**src/rtl/miner_job_regs_if.sv**
```systemverilog
// Byte-wide register bus between a host and miner_job_regs.
// Fixed one-cycle read latency; no backpressure, every strobe is accepted.
interface miner_job_regs_if;
    logic [7:0] addr;
    logic       wr_en;
    logic [7:0] wr_data;
    logic       rd_en;
    logic [7:0] rd_data;
    logic       rd_valid;

    modport master (output addr, wr_en, wr_data, rd_en, input rd_data, rd_valid);
    modport slave  (input addr, wr_en, wr_data, rd_en, output rd_data, rd_valid);
endinterface

```
**src/rtl/miner_job_regs.sv**
```systemverilog
// Job shadow/active registers, nonce snapshot and found tracking for the hashing cores.
// Reads return one edge after rd_en; commit lands one edge after CMD; hold defers commit, no bus backpressure.
module miner_job_regs #(
    parameter int NUM_CORES = 4,
    parameter int JOB_BYTES = 76,
    parameter int JOB_BASE  = 8'h10
) (
    input  logic                     clk,
    input  logic                     reset,
    miner_job_regs_if.slave          bus,
    input  logic [3*NUM_CORES-1:0]   core_state,
    input  logic [32*NUM_CORES-1:0]  core_nonce,
    input  logic [NUM_CORES-1:0]     found,
    input  logic                     hold,
    output logic [8*JOB_BYTES-1:0]   job_active,
    output logic                     job_load
);

    logic [7:0]  shadow [JOB_BYTES];
    logic [3:0]  sel;
    logic [3:0]  found_core;
    logic        pending;
    logic        commit_req;
    logic        found_sticky;
    logic [31:0] snapshot;
    logic [7:0]  rd_data_q;
    logic        rd_valid_q;

    logic [2:0]  sel_state;
    logic [31:0] sel_nonce;
    logic [3:0]  found_low;
    logic [7:0]  job_byte;
    logic        job_hit;
    logic [7:0]  rd_mux;
    logic        wr_cmd;
    logic        clr_found;
    logic        commit_exec;
    logic        take_snap;

    always_comb begin
        sel_state = 3'd0;
        sel_nonce = 32'd0;
        for (int c = 0; c < NUM_CORES; c++) begin
            if (int'(sel) == c) begin
                sel_state = core_state[3*c +: 3];
                sel_nonce = core_nonce[32*c +: 32];
            end
        end
        // Descending scan so the lowest set index is the one that sticks.
        found_low = 4'd0;
        for (int c = NUM_CORES - 1; c >= 0; c--) begin
            if (found[c]) found_low = 4'(c);
        end
        job_byte = 8'd0;
        job_hit  = 1'b0;
        for (int k = 0; k < JOB_BYTES; k++) begin
            if (int'(bus.addr) == JOB_BASE + k) begin
                job_byte = shadow[k];
                job_hit  = 1'b1;
            end
        end
    end

    always_comb begin
        rd_mux = job_byte;
        case (bus.addr)
            8'h00: rd_mux = {pending, found_sticky, commit_req, 2'b00, sel_state};
            8'h01: rd_mux = {4'd0, sel};
            8'h02: rd_mux = 8'd0;
            8'h03: rd_mux = sel_nonce[31:24];
            8'h04: rd_mux = snapshot[23:16];
            8'h05: rd_mux = snapshot[15:8];
            8'h06: rd_mux = snapshot[7:0];
            8'h07: rd_mux = {4'd0, found_core};
            default: rd_mux = job_byte;
        endcase
    end

    assign wr_cmd      = bus.wr_en && (bus.addr == 8'h02);
    assign clr_found   = wr_cmd && bus.wr_data[1];
    assign commit_exec = commit_req && !hold;
    assign take_snap   = (bus.rd_en && (bus.addr == 8'h03)) || (wr_cmd && bus.wr_data[2]);

    always_ff @(posedge clk) begin
        if (reset) begin
            for (int k = 0; k < JOB_BYTES; k++) shadow[k] <= 8'd0;
            job_active   <= '0;
            job_load     <= 1'b0;
            sel          <= 4'd0;
            found_core   <= 4'd0;
            pending      <= 1'b0;
            commit_req   <= 1'b0;
            found_sticky <= 1'b0;
            snapshot     <= 32'd0;
            rd_data_q    <= 8'd0;
            rd_valid_q   <= 1'b0;
        end else begin
            rd_valid_q <= bus.rd_en;
            if (bus.rd_en) rd_data_q <= rd_mux;

            for (int k = 0; k < JOB_BYTES; k++) begin
                if (bus.wr_en && int'(bus.addr) == JOB_BASE + k) shadow[k] <= bus.wr_data;
            end

            // Copy takes the pre-write shadow; a same-edge write keeps pending set.
            job_load <= commit_exec;
            if (commit_exec) begin
                for (int k = 0; k < JOB_BYTES; k++) job_active[8*k +: 8] <= shadow[k];
            end
            if (bus.wr_en && job_hit) pending <= 1'b1;
            else if (commit_exec)     pending <= 1'b0;

            if (commit_exec)                       commit_req <= 1'b0;
            else if (wr_cmd && bus.wr_data[0])     commit_req <= 1'b1;

            if (bus.wr_en && bus.addr == 8'h01 && int'(bus.wr_data) < NUM_CORES)
                sel <= bus.wr_data[3:0];

            if (take_snap) snapshot <= sel_nonce;

            if (|found) begin
                found_sticky <= 1'b1;
                if (!found_sticky || clr_found) found_core <= found_low;
            end else if (clr_found) begin
                found_sticky <= 1'b0;
            end
        end
    end

    assign bus.rd_data  = rd_data_q;
    assign bus.rd_valid = rd_valid_q;

endmodule

```
**src/flat_wrapper.sv**
```systemverilog
// flat-port wrapper written by rule: the top's interface ports become plain ports
module miner_job_regs_flat 
#(
    parameter int NUM_CORES = 4,
    parameter int JOB_BYTES = 76,
    parameter int JOB_BASE  = 8'h10
)
  (clk, reset, core_state, core_nonce, found, hold, job_active, job_load, bus_addr, bus_wr_en, bus_wr_data, bus_rd_en, bus_rd_data, bus_rd_valid);
  miner_job_regs_if bus_i ();
  input  logic clk;
  input  logic reset;
  input  logic [3*NUM_CORES-1:0] core_state;
  input  logic [32*NUM_CORES-1:0] core_nonce;
  input  logic [NUM_CORES-1:0] found;
  input  logic hold;
  output logic [8*JOB_BYTES-1:0] job_active;
  output logic job_load;
  input wire logic [$bits(bus_i.addr)-1:0] bus_addr;
  input wire logic [$bits(bus_i.wr_en)-1:0] bus_wr_en;
  input wire logic [$bits(bus_i.wr_data)-1:0] bus_wr_data;
  input wire logic [$bits(bus_i.rd_en)-1:0] bus_rd_en;
  output wire logic [$bits(bus_i.rd_data)-1:0] bus_rd_data;
  output wire logic [$bits(bus_i.rd_valid)-1:0] bus_rd_valid;
  assign bus_i.addr = bus_addr;
  assign bus_i.wr_en = bus_wr_en;
  assign bus_i.wr_data = bus_wr_data;
  assign bus_i.rd_en = bus_rd_en;
  assign bus_rd_data = bus_i.rd_data;
  assign bus_rd_valid = bus_i.rd_valid;
  miner_job_regs #(.NUM_CORES(NUM_CORES), .JOB_BYTES(JOB_BYTES), .JOB_BASE(JOB_BASE)) u_core (.clk(clk), .reset(reset), .bus(bus_i), .core_state(core_state), .core_nonce(core_nonce), .found(found), .hold(hold), .job_active(job_active), .job_load(job_load));
endmodule
```
**config.mk**
```make
export PLATFORM = sky130hd
export DESIGN_NAME = miner_job_regs_flat
export DESIGN_NICKNAME = d
export VERILOG_FILES = /design/src/rtl/miner_job_regs_if.sv /design/src/rtl/miner_job_regs.sv /design/src/flat_wrapper.sv
export SDC_FILE = /design/constraint.sdc
export NUM_CORES = 2
export LEC_CHECK = 0
export ABC_CLOCK_PERIOD_IN_PS = 4610
export CELL_PAD_IN_SITES_DETAIL_PLACEMENT = 0
export CELL_PAD_IN_SITES_GLOBAL_PLACEMENT = 1
export CORE_MARGIN = 3
export CORE_UTILIZATION = 45
export DETAILED_ROUTE_END_ITERATION = 12
export MAX_ROUTING_LAYER = met4
export PLACE_DENSITY_LB_ADDON = 0.1
export SLEW_MARGIN = 25
export SYNTH_ARGS = -nofsm -noshare
export SYNTH_HDL_FRONTEND = slang
export SYNTH_SLANG_ARGS = --single-unit
```
**constraint.sdc**
```tcl
create_clock -name clk -period 4.61 [get_ports clk]
set_input_delay 0.922 -clock clk [delete_from_list [all_inputs] [get_ports clk]]
set_output_delay 0.922 -clock clk [all_outputs]
set_load 0.01 [all_outputs]
```
==> out/results.tsv <==
metric	value	unit
wl_per_cell	34.88	um
combPwrFrac	6.3	%
period_minus_slack	3.758	ns
netlist_instances	4301	
worst_ep_required_time	5.33	ns
tns	0	ns
path_max_fanout	8	
gp_congestion	1.071	
synth_edf_count	608	
ys_seq_area_share	62.88	%
dr.pass1.iters	7	
root_buffer	clkbuf_16	
peakVddDrop	0.3257	mV
row_count	121	
p_switching	0.006127	W
synth_area_leaders	edfxtp_1 (37%), dfxtp_1 (26%), a22o_1 (11%)	
outcome	finished clean	
cp_common_cell	buf_4	
fp.dieH	338.6	um
fin_util	59.28	%
fmax	266.1	MHz
cp_slowest_stage_delay	0.86	ns
synth_area	49770	um^2
drtIter0Drc	6721	
grt_max_degree	141	
ys_ff_latch	1259	
whs_path_depth	1	
max_cap_violations	0	
r2r-start	u_core.sel[0]	
grt.total_usage	40.46	%
min_path_type	flop to flop	
antenna_found_initial	20	
synth_top_cell_area_share	36.69	%
cts_resized	0	
area_growth	30.21	%
via_count	43540	
syn-num-nets	4466	
dominantRegCellSynth	dfxtp_1	
yosysTopAreaCell	edfxtp_1	
grt_pass1_vias	40700	
slew_violations	0	
rsz0062_at_grt	no	
routed_wl	233.9	mm
ys_top_cells_by_count	nor2_1 (687), dfxtp_1 (651), a22o_1 (622)	
cp_slowest_cell	a2111oi_0	
drive_above_1_share	10.94	%
ant_nets	0	
start_util	45.53	%
async_flop_share	0	%
h-tree-depth	4	
drc	0	
start_kind	input pin	
portBuffers	782	
reg2regPathDepth	8	
grt_pass1_wl	323.5	mm
cts_buffers	132	
ys_types	93	
clock_sinks	1259	
ys_warn_count	0	
avgSynthCellArea	11.57	um^2
maxSlewHeadroom	16.79	%
cp.arrival	4.48	ns
die-area	114600	um^2
clkPwrFrac	43.7	%
setup_viol	0	
overflow	0	
die_x	338.6	um
hp-start	u_core.job_active[22]	
path_clk_slew	0.07	ns
internal_power	0.01895	W
path_cells	clkdlybuf4s50_1 -> buf_4 -> or4_1 -> nor2_1 -> buf_4 -> a2111oi_0 -> o2111ai_1 -> o21ai_0 -> a31o_1	
netSwitchingFraction	24.44	%
nets	5263	
finalHoldViolCount	0	
io-pin-count	783	
dpl.hpwl	175.4	mm
placedCellCount	6440	
worst_slew_pin_slew	1.247	ns
crit_type	input pin to flop	
seq_power_share	50.0	%
clock_latency	0.77	ns
pwr_density_cell	386.9	nW/um^2
cts_tree	built	
yosys.cell_count.top_type	nor2_1	
cts_buffer_depth	3	
detail_route.vias_per_cell	6.493	
fin_cells	6706	
cts_hold_buf	0	
p_leak	23.12	nW
post_cts_buffers	0	
period_share	81.51	%
endpoint_kind	flop	
design.core.area	109300	um^2
crit_path_start	bus_addr[6]	
fin_worst_skew	0.03178	ns
[layout by cell type, fill, tap and decap left out, types with 31 or more instances in the layout]
cell,instances
nor3_1,35
a221oi_1,59
o22ai_1,61
a22oi_1,45
o21ai_0,157
edfxtp_1,608
a22o_1,622
clkdlybuf4s50_1,777
buf_4,250
a211oi_1,45
nor2_1,686
a21oi_1,144
mux2i_1,75
clkbuf_16,141
clkbuf_1,31
nand2_1,250
dfxtp_1,650
[worst max-delay path: cells and delay by family]
kind / cells / cell delay (ns)
buffers and inverters: 3 / 1.24
and+or+nand+nor: 2 / 0.40
AOI/OAI and AO/OA: 4 / 1.89
[power by group through the flow]
stage	Clock [W]	Combinational (W)	Sequential, W
3_3_place_gp	0	0.00150	0.0127
2_1_floorplan	0	0.000723	0.0124
6_report	0.0110	0.00157	0.0125
4_1_cts	0.0110	0.00151	0.0125
3_5_place_dp	0	0.00150	0.0127
5_1_grt	0.0115	0.00159	0.0125
[final cells by class]
cell class              count  area, um^2
well taps                1476        1847
diodes                     22       55.05
flip-flops and latches   1259       31290
clock buffers             187        3845
inverters                  21       80.08
repair buffers           1054       10160
clock inverters            57       613.1
fillers                  9084       44510
multi-input cells        2630       16910
[path summary, 6_finish.rpt]
kind                           end  slack [ns]
max          u_core.bus.rd_data[6]        0.85
min          u_core.job_active[22]        0.47
min reg2reg  u_core.job_active[22]        0.47
max reg2reg  u_core.bus.rd_data[5]        1.34
[per-layer routing]
layer / vias up / global-route usage, % / share of wire, % / wire (um)
met4: 0 / 14.98 / 4.2 / 9724
met5: - / - / 0 / 0
met1: 21730 / 54.30 / 40 / 93100
li1: 17950 / - / - / -
met2: 3297 / 59.27 / 44 / 102800
met3: 570 / 10.30 / 12 / 28260
[logic make-up (layout without fill, tap and decap cells)]
kind of cell	after synthesis	after routing	share of synthesized area, %
AOI/OAI and AO/OA	1368	1368	21.07
xor gates and xnor gates	1	1	0.01760
buffers and inverters	412	1319	3.462
DFF	1259	1259	62.88
muxes	108	108	2.414
other	0	22	0
and+or+nand+nor	1153	1153	10.16
[stage by stage]
stage          setup slack (ns)  hold WS (ns)  power [W]  area (um^2)
4_1_cts                   1.086        0.4767    0.02503        64740
2_1_floorplan             1.505        0.4423    0.01311        49770
3_5_place_dp             0.2899        0.4634    0.01424        60290
5_1_grt                  0.7919        0.4856    0.02557        64790
6_report                 0.8524        0.4738    0.02507        64800
3_3_place_gp             0.2800        0.4596    0.01424        60280
[registers in the layout, indices dropped and copies added (netlist names)]
| register | count |
|---|---|
| u_core.found_sticky | 1 |
| u_core.snapshot | 24 |
| u_core.commit_req | 1 |
| u_core.found_core | 2 |
| u_core.shadow | 608 |
| u_core.bus.rd_valid | 1 |
| u_core.job_active | 608 |
| u_core.bus.rd_data | 8 |
| u_core.job_load | 1 |
| u_core.sel | 4 |
| u_core.pending | 1 |
Power figures use the tool's default switching activity.
